`config.mk`:
```
export PLATFORM = sky130hd
export DESIGN_NAME = chip8_reg_exec_flat
export DESIGN_NICKNAME = d
export VERILOG_FILES = /design/src/rtl/chip8_pkg.sv /design/src/rtl/chip8_reg_exec_if.sv /design/src/rtl/chip8_alu.sv /design/src/rtl/chip8_reg_exec.sv /design/src/flat_wrapper.sv
export SDC_FILE = /design/constraint.sdc
export NUM_CORES = 1
export LEC_CHECK = 0
export CAP_MARGIN = 20
export CORE_MARGIN = 2
export CORE_UTILIZATION = 40
export DETAILED_ROUTE_END_ITERATION = 7
export GPL_ROUTABILITY_DRIVEN = 0
export REMOVE_ABC_BUFFERS = 1
export SYNTH_ARGS = -nofsm -noshare
export SYNTH_HDL_FRONTEND = slang
export SYNTH_SLANG_ARGS = --single-unit
export TNS_END_PERCENT = 100
```
`constraint.sdc`:
```
create_clock -name clk_in -period 6.3 [get_ports clk_in]
set_input_delay 1.89 -clock clk_in [delete_from_list [all_inputs] [get_ports clk_in]]
set_output_delay 1.89 -clock clk_in [all_outputs]
set_load 0.005 [all_outputs]
```
`src/rtl/chip8_pkg.sv`:
```
// Shared types and constants for the CHIP-8 register-class execution unit.
package chip8_pkg;

  typedef enum logic [3:0] {
    CLS_SE_IMM,
    CLS_SNE_IMM,
    CLS_SE_REG,
    CLS_LD_IMM,
    CLS_ADD_IMM,
    CLS_ALU,
    CLS_SNE_REG,
    CLS_LD_I,
    CLS_JP_V0,
    CLS_RND,
    CLS_ADD_I,
    CLS_BAD
  } op_class_e;

  typedef enum logic [3:0] {
    ST_IDLE,
    ST_RD_X,
    ST_WAIT_X,
    ST_RD_Y,
    ST_WAIT_Y,
    ST_RD_IH,
    ST_WAIT_IH,
    ST_RD_IL,
    ST_WAIT_IL,
    ST_WR_A,
    ST_WR_B,
    ST_DONE
  } state_e;

  localparam logic [1:0] ERR_NONE  = 2'd0;
  localparam logic [1:0] ERR_PARSE = 2'd1;
  localparam logic [1:0] ERR_STATE = 2'd2;
  localparam logic [1:0] ERR_EXEC  = 2'd3;

  localparam int unsigned REG_VF = 15;
  localparam int unsigned REG_IH = 16;
  localparam int unsigned REG_IL = 17;

  function automatic op_class_e decode_op(input logic [15:0] op);
    op_class_e c;
    c = CLS_BAD;
    case (op[15:12])
      4'h3: c = CLS_SE_IMM;
      4'h4: c = CLS_SNE_IMM;
      4'h5: if (op[3:0] == 4'h0) c = CLS_SE_REG;
      4'h6: c = CLS_LD_IMM;
      4'h7: c = CLS_ADD_IMM;
      4'h8: if (op[3:0] inside {[4'h0:4'h7], 4'hE}) c = CLS_ALU;
      4'h9: if (op[3:0] == 4'h0) c = CLS_SNE_REG;
      4'hA: c = CLS_LD_I;
      4'hB: c = CLS_JP_V0;
      4'hC: c = CLS_RND;
      4'hF: if (op[7:0] == 8'h1E) c = CLS_ADD_I;
      default: c = CLS_BAD;
    endcase
    return c;
  endfunction

endpackage

```
`src/rtl/chip8_reg_exec_if.sv`:
```
// Ready/valid port to the byte-wide register BRAM (V0-VF, IH, IL).
interface chip8_reg_exec_if #(
  parameter int unsigned REG_ADDR_W = 5
);
  logic [REG_ADDR_W-1:0] mem_addr_out;
  logic                  mem_we_out;
  logic                  mem_valid_out;
  logic [7:0]            mem_data_out;
  logic                  mem_ready_in;
  logic                  mem_valid_in;
  logic [7:0]            mem_data_in;

  modport master (
    output mem_addr_out, mem_we_out, mem_valid_out, mem_data_out,
    input  mem_ready_in, mem_valid_in, mem_data_in
  );

  modport slave (
    input  mem_addr_out, mem_we_out, mem_valid_out, mem_data_out,
    output mem_ready_in, mem_valid_in, mem_data_in
  );
endinterface

```
`src/rtl/chip8_alu.sv`:
```
// Combinational ALU for 8xyN and 7xkk (7xkk passes kk on vy_i with imm_add_i set).
module chip8_alu (
  input  logic [3:0] op_i,
  input  logic       imm_add_i,
  input  logic [7:0] vx_i,
  input  logic [7:0] vy_i,
  input  logic       vf_reset_i,
  input  logic       shift_vy_i,
  output logic [7:0] result_o,
  output logic       flag_o,
  output logic       flag_we_o
);
  logic [8:0] sum9;
  logic [7:0] src;

  always_comb begin
    sum9      = {1'b0, vx_i} + {1'b0, vy_i};
    src       = shift_vy_i ? vy_i : vx_i;
    result_o  = vx_i;
    flag_o    = 1'b0;
    flag_we_o = 1'b0;
    if (imm_add_i) begin
      result_o = sum9[7:0];
    end else begin
      case (op_i)
        4'h0: result_o = vy_i;
        4'h1: begin result_o = vx_i | vy_i; flag_we_o = vf_reset_i; end
        4'h2: begin result_o = vx_i & vy_i; flag_we_o = vf_reset_i; end
        4'h3: begin result_o = vx_i ^ vy_i; flag_we_o = vf_reset_i; end
        4'h4: begin result_o = sum9[7:0]; flag_o = sum9[8]; flag_we_o = 1'b1; end
        4'h5: begin result_o = vx_i - vy_i; flag_o = (vx_i >= vy_i); flag_we_o = 1'b1; end
        4'h6: begin result_o = {1'b0, src[7:1]}; flag_o = src[0]; flag_we_o = 1'b1; end
        4'h7: begin result_o = vy_i - vx_i; flag_o = (vy_i >= vx_i); flag_we_o = 1'b1; end
        4'hE: begin result_o = {src[6:0], 1'b0}; flag_o = src[7]; flag_we_o = 1'b1; end
        default: result_o = vx_i;
      endcase
    end
  end
endmodule

```
`src/rtl/chip8_reg_exec.sv`:
```
// CHIP-8 register-class execution unit: reads operands from the register BRAM,
// writes results (Vx then VF, or IH then IL) and returns the next pc with done.
module chip8_reg_exec
  import chip8_pkg::*;
#(
  parameter int unsigned ADDR_W         = 12,
  parameter int unsigned REG_ADDR_W     = 5,
  parameter bit          QUIRK_VF_RESET = 1'b1,
  parameter bit          QUIRK_SHIFT_VY = 1'b1,
  parameter bit          QUIRK_JUMP_VX  = 1'b0
) (
  input  logic              clk_in,
  input  logic              rst_n_in,
  input  logic              instr_valid_in,
  output logic              instr_ready_out,
  input  logic [15:0]       opcode_in,
  input  logic [ADDR_W-1:0] pc_in,
  input  logic [7:0]        rnd_in,
  output logic              done_out,
  output logic [ADDR_W-1:0] pc_out,
  output logic [1:0]        error_out,
  chip8_reg_exec_if.master  mem_bus
);
  state_e            state_q, state_d;
  op_class_e         cls_q, cls_d, dec_cls;
  logic [11:0]       op_q, op_d;
  logic [ADDR_W-1:0] pc_q, pc_d, pc_next;
  logic [7:0]        rnd_q, rnd_d;
  logic [7:0]        vx_q, vx_d, vy_q, vy_d, il_q, il_d;
  logic [3:0]        ih_q, ih_d;
  logic [1:0]        err_q, err_d;

  logic [REG_ADDR_W-1:0] x_addr, y_addr;
  logic [7:0]  kk, alu_res;
  logic [11:0] i_sum;
  logic        alu_flag, alu_flag_we;
  logic        need_y, need_i, need_wa, need_wb;
  state_e      after_x, after_y, after_wa;

  chip8_alu u_alu (
    .op_i       (op_q[3:0]),
    .imm_add_i  (cls_q == CLS_ADD_IMM),
    .vx_i       (vx_q),
    .vy_i       ((cls_q == CLS_ADD_IMM) ? kk : vy_q),
    .vf_reset_i (QUIRK_VF_RESET),
    .shift_vy_i (QUIRK_SHIFT_VY),
    .result_o   (alu_res),
    .flag_o     (alu_flag),
    .flag_we_o  (alu_flag_we)
  );

  always_comb begin
    kk      = op_q[7:0];
    x_addr  = REG_ADDR_W'(op_q[11:8]);
    // Bnnn reuses the Y slot to fetch V0
    y_addr  = (cls_q == CLS_JP_V0) ? '0 : REG_ADDR_W'(op_q[7:4]);
    i_sum   = {ih_q, il_q} + {4'h0, vx_q};
    need_y  = (cls_q inside {CLS_SE_REG, CLS_ALU, CLS_SNE_REG}) ||
              ((cls_q == CLS_JP_V0) && !QUIRK_JUMP_VX);
    need_i  = (cls_q == CLS_ADD_I);
    need_wa = cls_q inside {CLS_LD_IMM, CLS_ADD_IMM, CLS_ALU, CLS_LD_I, CLS_RND, CLS_ADD_I};
    need_wb = ((cls_q == CLS_ALU) && alu_flag_we) || (cls_q inside {CLS_LD_I, CLS_ADD_I});
    after_y  = need_i ? ST_RD_IH : (need_wa ? ST_WR_A : ST_DONE);
    after_x  = need_y ? ST_RD_Y : after_y;
    after_wa = need_wb ? ST_WR_B : ST_DONE;

    pc_next = pc_q;
    case (cls_q)
      CLS_SE_IMM:  if (vx_q == kk)   pc_next = pc_q + ADDR_W'(2);
      CLS_SNE_IMM: if (vx_q != kk)   pc_next = pc_q + ADDR_W'(2);
      CLS_SE_REG:  if (vx_q == vy_q) pc_next = pc_q + ADDR_W'(2);
      CLS_SNE_REG: if (vx_q != vy_q) pc_next = pc_q + ADDR_W'(2);
      CLS_JP_V0:   pc_next = ADDR_W'(op_q) + ADDR_W'(QUIRK_JUMP_VX ? vx_q : vy_q);
      default:     pc_next = pc_q;
    endcase
  end

  always_comb begin
    dec_cls  = decode_op(opcode_in);
    state_d  = state_q;
    cls_d    = cls_q;
    op_d     = op_q;
    pc_d     = pc_q;
    rnd_d    = rnd_q;
    vx_d     = vx_q;
    vy_d     = vy_q;
    ih_d     = ih_q;
    il_d     = il_q;
    err_d    = err_q;
    instr_ready_out       = 1'b0;
    done_out              = 1'b0;
    pc_out                = '0;
    mem_bus.mem_addr_out  = '0;
    mem_bus.mem_we_out    = 1'b0;
    mem_bus.mem_valid_out = 1'b0;
    mem_bus.mem_data_out  = '0;

    case (state_q)
      ST_IDLE: begin
        instr_ready_out = 1'b1;
        if (instr_valid_in) begin
          cls_d = dec_cls;
          op_d  = opcode_in[11:0];
          pc_d  = pc_in;
          rnd_d = rnd_in;
          if (dec_cls == CLS_BAD) begin
            state_d = ST_DONE;
            if (err_q == ERR_NONE) err_d = ERR_PARSE;
          end else if (dec_cls inside {CLS_LD_IMM, CLS_LD_I, CLS_RND}) begin
            state_d = ST_WR_A;
          end else begin
            state_d = ST_RD_X;
          end
        end
      end
      ST_RD_X: begin
        mem_bus.mem_addr_out = x_addr;
        if (mem_bus.mem_ready_in) begin
          mem_bus.mem_valid_out = 1'b1;
          state_d = ST_WAIT_X;
        end
      end
      ST_WAIT_X: if (mem_bus.mem_valid_in) begin
        vx_d    = mem_bus.mem_data_in;
        state_d = after_x;
      end
      ST_RD_Y: begin
        mem_bus.mem_addr_out = y_addr;
        if (mem_bus.mem_ready_in) begin
          mem_bus.mem_valid_out = 1'b1;
          state_d = ST_WAIT_Y;
        end
      end
      ST_WAIT_Y: if (mem_bus.mem_valid_in) begin
        vy_d    = mem_bus.mem_data_in;
        state_d = after_y;
      end
      ST_RD_IH: begin
        mem_bus.mem_addr_out = REG_ADDR_W'(REG_IH);
        if (mem_bus.mem_ready_in) begin
          mem_bus.mem_valid_out = 1'b1;
          state_d = ST_WAIT_IH;
        end
      end
      ST_WAIT_IH: if (mem_bus.mem_valid_in) begin
        ih_d    = mem_bus.mem_data_in[3:0];
        state_d = ST_RD_IL;
      end
      ST_RD_IL: begin
        mem_bus.mem_addr_out = REG_ADDR_W'(REG_IL);
        if (mem_bus.mem_ready_in) begin
          mem_bus.mem_valid_out = 1'b1;
          state_d = ST_WAIT_IL;
        end
      end
      ST_WAIT_IL: if (mem_bus.mem_valid_in) begin
        il_d    = mem_bus.mem_data_in;
        state_d = ST_WR_A;
      end
      ST_WR_A: begin
        mem_bus.mem_we_out = 1'b1;
        case (cls_q)
          CLS_LD_IMM: begin mem_bus.mem_addr_out = x_addr; mem_bus.mem_data_out = kk; end
          CLS_RND:    begin mem_bus.mem_addr_out = x_addr; mem_bus.mem_data_out = rnd_q & kk; end
          CLS_LD_I:   begin mem_bus.mem_addr_out = REG_ADDR_W'(REG_IH); mem_bus.mem_data_out = {4'h0, op_q[11:8]}; end
          CLS_ADD_I:  begin mem_bus.mem_addr_out = REG_ADDR_W'(REG_IH); mem_bus.mem_data_out = {4'h0, i_sum[11:8]}; end
          default:    begin mem_bus.mem_addr_out = x_addr; mem_bus.mem_data_out = alu_res; end
        endcase
        if (mem_bus.mem_ready_in) begin
          mem_bus.mem_valid_out = 1'b1;
          state_d = after_wa;
        end
      end
      ST_WR_B: begin
        mem_bus.mem_we_out = 1'b1;
        case (cls_q)
          CLS_LD_I:  begin mem_bus.mem_addr_out = REG_ADDR_W'(REG_IL); mem_bus.mem_data_out = op_q[7:0]; end
          CLS_ADD_I: begin mem_bus.mem_addr_out = REG_ADDR_W'(REG_IL); mem_bus.mem_data_out = i_sum[7:0]; end
          default:   begin mem_bus.mem_addr_out = REG_ADDR_W'(REG_VF); mem_bus.mem_data_out = {7'h00, alu_flag}; end
        endcase
        if (mem_bus.mem_ready_in) begin
          mem_bus.mem_valid_out = 1'b1;
          state_d = ST_DONE;
        end
      end
      ST_DONE: begin
        done_out = 1'b1;
        pc_out   = pc_next;
        state_d  = ST_IDLE;
      end
      default: begin
        state_d = ST_IDLE;
        if (err_q == ERR_NONE) err_d = ERR_STATE;
      end
    endcase
  end

  assign error_out = err_q;

  always_ff @(posedge clk_in or negedge rst_n_in) begin
    if (!rst_n_in) begin
      state_q <= ST_IDLE;
      cls_q   <= CLS_BAD;
      op_q    <= '0;
      pc_q    <= '0;
      rnd_q   <= '0;
      vx_q    <= '0;
      vy_q    <= '0;
      ih_q    <= '0;
      il_q    <= '0;
      err_q   <= ERR_NONE;
    end else begin
      state_q <= state_d;
      cls_q   <= cls_d;
      op_q    <= op_d;
      pc_q    <= pc_d;
      rnd_q   <= rnd_d;
      vx_q    <= vx_d;
      vy_q    <= vy_d;
      ih_q    <= ih_d;
      il_q    <= il_d;
      err_q   <= err_d;
    end
  end
endmodule

```
`src/flat_wrapper.sv`:
```
// flat-port wrapper written by rule: the top's interface ports become plain ports
module chip8_reg_exec_flat import chip8_pkg::*;
#(
  parameter int unsigned ADDR_W         = 12,
  parameter int unsigned REG_ADDR_W     = 5,
  parameter bit          QUIRK_VF_RESET = 1'b1,
  parameter bit          QUIRK_SHIFT_VY = 1'b1,
  parameter bit          QUIRK_JUMP_VX  = 1'b0
)
  (clk_in, rst_n_in, instr_valid_in, instr_ready_out, opcode_in, pc_in, rnd_in, done_out, pc_out, error_out, mem_bus_mem_addr_out, mem_bus_mem_we_out, mem_bus_mem_valid_out, mem_bus_mem_data_out, mem_bus_mem_ready_in, mem_bus_mem_valid_in, mem_bus_mem_data_in);
  chip8_reg_exec_if #(.REG_ADDR_W(REG_ADDR_W)) mem_bus_i ();
  input  logic clk_in;
  input  logic rst_n_in;
  input  logic instr_valid_in;
  output logic instr_ready_out;
  input  logic [15:0] opcode_in;
  input  logic [ADDR_W-1:0] pc_in;
  input  logic [7:0] rnd_in;
  output logic done_out;
  output logic [ADDR_W-1:0] pc_out;
  output logic [1:0] error_out;
  output wire logic [$bits(mem_bus_i.mem_addr_out)-1:0] mem_bus_mem_addr_out;
  output wire logic [$bits(mem_bus_i.mem_we_out)-1:0] mem_bus_mem_we_out;
  output wire logic [$bits(mem_bus_i.mem_valid_out)-1:0] mem_bus_mem_valid_out;
  output wire logic [$bits(mem_bus_i.mem_data_out)-1:0] mem_bus_mem_data_out;
  input wire logic [$bits(mem_bus_i.mem_ready_in)-1:0] mem_bus_mem_ready_in;
  input wire logic [$bits(mem_bus_i.mem_valid_in)-1:0] mem_bus_mem_valid_in;
  input wire logic [$bits(mem_bus_i.mem_data_in)-1:0] mem_bus_mem_data_in;
  assign mem_bus_mem_addr_out = mem_bus_i.mem_addr_out;
  assign mem_bus_mem_we_out = mem_bus_i.mem_we_out;
  assign mem_bus_mem_valid_out = mem_bus_i.mem_valid_out;
  assign mem_bus_mem_data_out = mem_bus_i.mem_data_out;
  assign mem_bus_i.mem_ready_in = mem_bus_mem_ready_in;
  assign mem_bus_i.mem_valid_in = mem_bus_mem_valid_in;
  assign mem_bus_i.mem_data_in = mem_bus_mem_data_in;
  chip8_reg_exec #(.ADDR_W(ADDR_W), .REG_ADDR_W(REG_ADDR_W), .QUIRK_VF_RESET(QUIRK_VF_RESET), .QUIRK_SHIFT_VY(QUIRK_SHIFT_VY), .QUIRK_JUMP_VX(QUIRK_JUMP_VX)) u_core (.clk_in(clk_in), .rst_n_in(rst_n_in), .instr_valid_in(instr_valid_in), .instr_ready_out(instr_ready_out), .opcode_in(opcode_in), .pc_in(pc_in), .rnd_in(rnd_in), .done_out(done_out), .pc_out(pc_out), .error_out(error_out), .mem_bus(mem_bus_i));
endmodule
```
==> reports/metrics.csv, run 1 <==
metric,value,unit
grt_pass1_vias,6980,
ff_latch_area,1755,sq um
swShare,50.79,%
cts_tree,done,
grt.overflow.total,0,
multi_input_area,5207,sq um
yosysSeqAreaShare,24.00,%
synth_flop_cell,dfrtp_1,
hold_buffers,0,
p_sw,2.788,mW
p_int,2.702,mW
setup.worst_path.class,register to output pin,
power_frac_comb,69.8,%
p_leak,3.603,nW
synth_seq_cells,70,
die_w,139.2,um
async_flop_share,100.0,%
final_common_cell,clkdlybuf4s50_1,
grt_max_degree,71,
synth.largest_area_cell,dfrtp_1,
clock-sinks,70,
rows,49,
startpoint_type,register,
rsz0062_at_grt,false,
vias_per_cell,6.245,
setup_viol,0,
fp.dieH,139.2,um
maxCapViolCount,0,
remaining_drc_errors,0,
core_area,17960,sq um
end_kind,output pin,
vias,7463,
grt_usage,26.20,%
synth_top_cell_area_share,22.92,%
synthesis.area,7315,sq um
report.final.slew_viol_count,0,
slew-limit-headroom,35.05,%
clk_latency,0.35,ns
crit_fanout,20,
finalHoldViolations,0,
synth_cells,896,
crit_required,4.41,ns
wl_per_cell,21.71,um
diodes,0,
nets,1068,
placed_area,8398,sq um
drt_iter0_drc,799,
grt_pass1_wl,39.70,mm
finalSetupTns,0,ns
clockBufferDepth,2,
power.density,624.7,nW/um^2
ant_nets,0,
final_cell_mix,"78 x clkdlybuf4s50_1, 67 x dfrtp_1, 66 x a21oi_1, 64 x nand2_1, 64 x o21ai_0",
cts_root_buf,clkbuf_16,
h-tree-depth,3,
hold_class,register to register,
fp.dieArea,19380,sq um
synthTopCellsByArea,"dfrtp_1 23%, ha_1 9.2%, mux2_2 8.6%",
dp_cells,1178,
fin_skew,0.005840,ns
arrival,4.26,ns
period_minus_slack,6.147,ns
cts_buffers,9,
hpwl,19.29,mm
worstMarginPinSlew,0.9640,ns
status,"finished, final reports clean",
pwr-share-clk,11.2,%
layout-drive-gt1-share,13.25,%
ir_drop,246.1,uV
final_cells,1195,
fillerInstances,1768,
start_util,40.72,%
pwr-share-seq,19.0,%
ios,80,
syn_area_per_cell,8.164,sq um
yosysWarnings,0,
grt_antenna_before_repair,0,
max_freq,0.1627,GHz
holdWs,0.4988,ns
post-route-period-util,97.57,%
stdcell_area,8790,sq um
ys_types,78,
dr.pass1.iters,5,
synth_edf_count,0,
io_buffers,79,
area_growth_syn_to_layout,20.17,%
path_clk_slew,0.06,ns
wirelength,25.95,mm
==> state kept, by name, indices dropped and copies added (netlist names), 8 cells and up <==
name,cells
u_core.il_q,8
u_core.op_q,12
u_core.pc_q,12
u_core.rnd_q,8
u_core.vx_q,8
u_core.vy_q,8
==> layer usage <==
layer | wire length, um | track usage [%]
met1 | 11150 | 36.60
met2 | 11270 | 39.29
met3 | 2469 | 5.403
met4 | 1054 | 11.00
met5 | 0 | 1.003
==> path summary, 6_finish.rpt <==
path | from | end | slack [ns] | depth (start not counted)
worst max-delay path | u_core.cls_q[1] | mem_bus_mem_data_out[7] | 0.15 | 14
worst min-delay path | u_core.error_out[1] | u_core.error_out[0] | 0.50 | 1
worst max register to register | u_core.state_q[1] | u_core.cls_q[2] | 3.94 | 6
worst min register to register | u_core.error_out[1] | u_core.error_out[0] | 0.50 | 1
max in group asynchronous | rst_n_in | u_core.ih_q[2] | 4.01 | 1
min in group asynchronous | rst_n_in | u_core.pc_q[0] | 1.67 | 1
==> metrics by stage <==
step                util (%)  total power [mW]  worst slack (ns)
detailed placement     46.75             4.707            0.3591
global placement       46.75             4.694            0.4762
global route           48.93             5.889           0.02142
floorplan                  -             3.461            0.6649
finish                 48.93             5.491            0.1533
CTS                    48.70             5.353           0.02504
==> cell type report <==
class	count	area share [%]
flip-flops and latches	70	19.97
inverters	45	1.922
multi-input cells	727	59.25
clock buffers	11	2.762
repair buffers	108	11.63
well taps	229	3.260
clock inverters	5	1.210
==> cells by family (layout without fill, tap and decap cells) <==
kind of cell             Yosys count  after routing  synth area share (%)
flip-flops                        70             70                 24.00
multiplexers                      70             70                 10.76
XOR/XNOR                          45             45                 5.388
AO/OA/AOI/OAI                    287            287                 25.32
AND/OR/NAND/NOR                  267            267                 18.89
buffers and inverters             99            169                 5.320
adder cells (fa/ha/maj)           58             58                 10.33
==> power groups by stage <==
stage                     registers, mW  logic (mW)  clock network, mW
final                              1.05        3.83              0.615
after global routing               1.07        4.18              0.639
after CTS                          1.03        3.70              0.621
after detailed placement           1.04        3.67                  0
after global placement             1.03        3.66                  0
after floorplan                   0.998        2.46                  0
==> cell usage after synthesis (18+ instances only) <==
library cell,number
a21oi_1,66
a31oi_1,18
clkbuf_1,46
dfrtp_1,67
ha_1,54
inv_1,42
mux2_2,56
nand2_1,64
nand2b_1,21
nand3_1,23
nor2_1,60
nor3_1,18
o21ai_0,67
o22ai_1,19
xnor2_1,26
xor2_1,19
==> worst max-delay path, cell delays in order, from the launching register on <==
cell and delay [ns]:
dfstp_2 0.37, or4b_1 0.58, buf_12 0.20, nand2_1 0.08
a21boi_0 0.29, inv_1 0.12, ha_2 0.37, or3_1 0.39
o211ai_1 0.26, buf_4 0.17, a221oi_2 0.05, xnor2_1 0.19
nand4_1 0.18, nand3_1 0.15, clkdlybuf4s50_1 0.51
==> what timing repair did <==
| action | CTS | global route |
|---|---|---|
| endpoints found under the setup margin | 1 | 6 |
| resized for setup | 1 | 12 |
| setup buffers | 0 | 1 |
| pin swaps | 0 | 1 |
No activity file was read; power rests on OpenSTA's default activity.
==> run 2, diff against run 1 <==
- CORE_MARGIN: 2 -> not set
==> reports/metrics.csv, run 2 (synthesis results as in run 1) <==
metric,value,unit
status,"finished, final reports clean",
core_area,17960,sq um
h-tree-depth,3,
setup_slack,0.1602,ns
max_freq,0.1629,GHz
utilization,48.43,%
rsz0062_at_grt,false,
p_total,5.344,mW
hold_class,register to register,
fp.dieArea,18830,sq um
setup_viol,0,
ant_nets,0,
wl_met1,11.26,mm
crit_required,4.41,ns
end_kind,output pin,
fin_skew,0.004655,ns
remaining_drc_errors,0,
post-route-period-util,97.46,%
slew-limit-headroom,27.39,%
dr.pass1.iters,6,
grt_pass1_wl,39.35,mm
grt_max_degree,71,
grt.overflow.total,0,
cts_buffers,9,
p_leak,3.551,nW
holdWs,0.4927,ns
die_w,137.2,um
ir_drop,246.6,uV
drt_iter0_drc,750,
diodes,0,
worstMarginPinSlew,1.087,ns
grt_pass1_vias,6928,
power.density,614.2,nW/um^2
hpwl,19.09,mm
period_minus_slack,6.140,ns
ios,80,
finalHoldViolations,0,
crit_fanout,15,
nets,1066,
arrival,4.25,ns
placed_area,8378,sq um
wl_per_cell,21.27,um
maxCapViolCount,0,
dp_slack,0.2857,ns
clk_latency,0.34,ns
clock-sinks,70,
startpoint_type,register,
path_clk_slew,0.06,ns
final_common_cell,clkdlybuf4s50_1,
stdcell_area,8700,sq um
final_cell_mix,"78 x clkdlybuf4s50_1, 67 x dfrtp_1, 66 x a21oi_1, 64 x nand2_1, 64 x o21ai_0",
clockBufferDepth,2,
area_growth_syn_to_layout,18.94,%
final_cells,1193,
reg.largest.list,"u_core.op_q x12, u_core.pc_q x12",
wirelength,25.38,mm
start_util,40.72,%
cts_tree,done,
io_buffers,79,
finalSetupTns,0,ns
rows,49,
grt_usage,27.89,%
cts_root_buf,clkbuf_16,
report.final.slew_viol_count,0,
layout-drive-gt1-share,13.28,%
vias_per_cell,6.205,
dp_cells,1177,
setup.worst_path.class,register to output pin,
vias,7402,
wl_met3,2.096,mm
fillerInstances,1754,
top_layer,met4,
fp.dieH,137.2,um
grt_antenna_before_repair,0,
dr_wl_met2,11.10,mm
-- run 2: cell types whose count changed in the layout (fill, tap and decap cells not counted), sizes merged --
cell,change
bufinv,-3
inv,+1
clkbuf,-2
buf,-2
clkinv,+3
clkinvlp,+1
-- run 2: final timing paths --
| path | from | to | slack [ns] | cells after the start |
|---|---|---|---|---|
| max in group asynchronous | rst_n_in | u_core.vy_q[0] | 4.02 | 1 |
| hold / removal | u_core.error_out[1] | u_core.error_out[0] | 0.49 | 1 |
| setup / recovery | u_core.cls_q[1] | mem_bus_mem_data_out[0] | 0.16 | 14 |
| min in group asynchronous | rst_n_in | u_core.vy_q[6] | 1.67 | 1 |
| setup reg to reg | u_core.state_q[1] | u_core.cls_q[2] | 3.12 | 6 |
| hold reg to reg | u_core.error_out[1] | u_core.error_out[0] | 0.49 | 1 |
-- run 2: power breakdown --
| part | switching, mW | leakage, nW | internal [mW] |
|---|---|---|---|
| clock | 0.210 | 0.132 | 0.267 |
| sequential | 0.398 | 0.847 | 0.670 |
| combinational | 2.18 | 2.57 | 1.62 |
-- run 2: area by class of cell --
cell class	count	area (sq um)	share of cell area (%)
Inverter	45	168.9	1.942
Sequential cell	70	1755	20.18
Multi-Input combinational cell	727	5225	60.06
Tap cell	229	286.5	3.294
Clock buffer	9	225.2	2.589
Timing Repair Buffer	106	991.0	11.39
Clock inverter	7	47.55	0.5465
-- run 2: critical path, stage by stage (launching register included) --
cell	delay (ns)
dfstp_2	0.36
or4b_1	0.54
buf_4	0.23
a21oi_2	0.18
inv_1	0.08
ha_1	0.23
fa_1	0.45
nand2b_1	0.16
a21boi_1	0.24
o21ai_1	0.13
a21oi_1	0.16
o21ai_0	0.15
a41oi_2	0.29
or3_1	0.18
clkdlybuf4s50_1	0.51
-- run 2: layer usage --
layer / vias to the layer above / track usage [%]
met5: - / 0
met4: 0 / 11.60
met3: 63 / 5.040
met2: 353 / 41.41
met1: 3561 / 39.52
li1: 3425 / -
-- run 2: what timing repair did --
| item | CTS | global route |
|---|---|---|
| resized for setup | 3 | 11 |
| setup endpoints to repair | 2 | 6 |
| hold buffers | 0 | 0 |
| buffers inserted | 0 | 0 |
==> run 3, diff against run 2 <==
- SLEW_MARGIN: not set -> 10
- TNS_END_PERCENT: 100 -> 5
==> reports/metrics.csv, run 3 (synthesis results as in run 1) <==
metric,value,unit
final_cell_mix,"78 x clkdlybuf4s50_1, 67 x dfrtp_1, 66 x a21oi_1, 64 x nand2_1, 64 x o21ai_0",
core_area,17960,sq um
fin_skew,0.005049,ns
fillerInstances,1756,
dp_slack,0.2857,ns
dr.pass1.iters,5,
worstMarginPinSlew,1.066,ns
h-tree-depth,3,
grt_usage,27.89,%
die_w,137.2,um
hold_class,register to register,
rows,49,
hpwl,19.09,mm
cts_root_buf,clkbuf_16,
crit_required,4.41,ns
fp.dieArea,18830,sq um
cts_tree,done,
pwr-share-clk,9.0,%
crit_fanout,15,
clock-sinks,70,
fp.dieH,137.2,um
clockBufferDepth,2,
reg.largest.list,"u_core.op_q x12, u_core.pc_q x12",
rsz0062_at_grt,true,
arrival,4.36,ns
wirelength,25.29,mm
clk_latency,0.34,ns
setup_slack,0.04834,ns
p_int,2.534,mW
whs_path_depth,1,
start_util,40.72,%
grt.overflow.total,0,
ant_nets,0,
pwr-share-seq,20.1,%
remaining_drc_errors,0,
end_kind,output pin,
slew-limit-headroom,28.73,%
nets,1066,
hold_buffers,0,
wl_per_cell,21.20,um
path_clk_slew,0.06,ns
final_common_cell,clkdlybuf4s50_1,
status,"finished, final reports clean",
cts_buffers,9,
layout-drive-gt1-share,12.86,%
drt_iter0_drc,732,
utilization,48.26,%
diodes,0,
vias_per_cell,6.206,
power.density,611.4,nW/um^2
post-route-period-util,99.23,%
grt_pass1_wl,39.35,mm
setup_viol,0,
grt_max_degree,71,
period_minus_slack,6.252,ns
setup.worst_path.class,register to output pin,
maxCapViolCount,0,
ios,80,
ir_drop,245.0,uV
max_freq,0.1600,GHz
finalHoldViolations,0,
io_buffers,79,
swShare,52.19,%
r2r_cells,6,
p_sw,2.766,mW
grt_pass1_vias,6928,
p_leak,3.543,nW
area_growth_syn_to_layout,18.51,%
startpoint_type,register,
power_frac_comb,70.9,%
vias,7404,
report.final.slew_viol_count,0,
grt_antenna_before_repair,0,
[run 3: layout make-up]
type	instances	area [sq um]	share of cell area, %
clock buffers	9	225.2	2.598
clock inverters	7	47.55	0.5485
inverters	45	168.9	1.949
multi-input cells	727	5194	59.92
flip-flops and latches	70	1755	20.25
well taps	229	286.5	3.305
repair buffers	106	991.0	11.43
[run 3: worst max-delay path: stages (launching register included)]
cell             delay, ns
dfstp_2               0.36
or4b_1                0.54
buf_4                 0.23
a21oi_2               0.18
inv_1                 0.07
ha_1                  0.23
fa_1                  0.45
nand2b_1              0.16
a21boi_1              0.25
o21ai_1               0.14
a21oi_1               0.16
o21ai_0               0.14
a41oi_1               0.36
or3_1                 0.20
clkdlybuf4s50_1       0.51
[run 3: worst paths after layout]
path                       slack [ns]                 from                       to
max                              0.05      u_core.cls_q[1]  mem_bus_mem_data_out[0]
min                              0.49  u_core.error_out[1]      u_core.error_out[0]
max reg2reg                      3.17    u_core.state_q[0]          u_core.cls_q[2]
min reg2reg                      0.49  u_core.error_out[1]      u_core.error_out[0]
max in group asynchronous        4.02             rst_n_in           u_core.vy_q[0]
min in group asynchronous        1.68             rst_n_in           u_core.vy_q[6]
[run 3: power by group through the flow]
stage / Combinational (mW) / Clock (mW) / Sequential [mW]
6_report: 3.76 / 0.477 / 1.07
5_1_grt: 4.11 / 0.503 / 1.09
4_1_cts: 3.66 / 0.489 / 1.05
3_5_place_dp: 3.62 / 0 / 1.06
3_3_place_gp: 3.62 / 0 / 1.05
2_1_floorplan: 2.46 / 0 / 0.998
[run 3: repair_timing]
item | 4_1_cts | 5_1_grt
setup endpoints to repair | 2 | 6
setup buffers | 0 | 0
resized for setup | 3 | 6
[run 3: per-layer routing]
| layer | track usage [%] | routed length [um] |
|---|---|---|
| met1 | 39.52 | 11350 |
| met3 | 5.040 | 1972 |
| met5 | 0 | 0 |
| met4 | 11.60 | 850 |
| met2 | 41.41 | 11120 |
[run 3: stage by stage]
stage	hold slack (ns)	instances	setup TNS [ns]	cell area, sq um	power (mW)
2_1_floorplan	0.4732	842	0	7094	3.461
3_3_place_gp	0.4847	1177	0	8378	4.675
3_5_place_dp	0.4869	1177	0	8378	4.684
4_1_cts	0.4953	1193	0	8655	5.201
5_1_grt	0.5253	1193	-0.1495	8668	5.698
6_report	0.4917	1193	0	8668	5.300
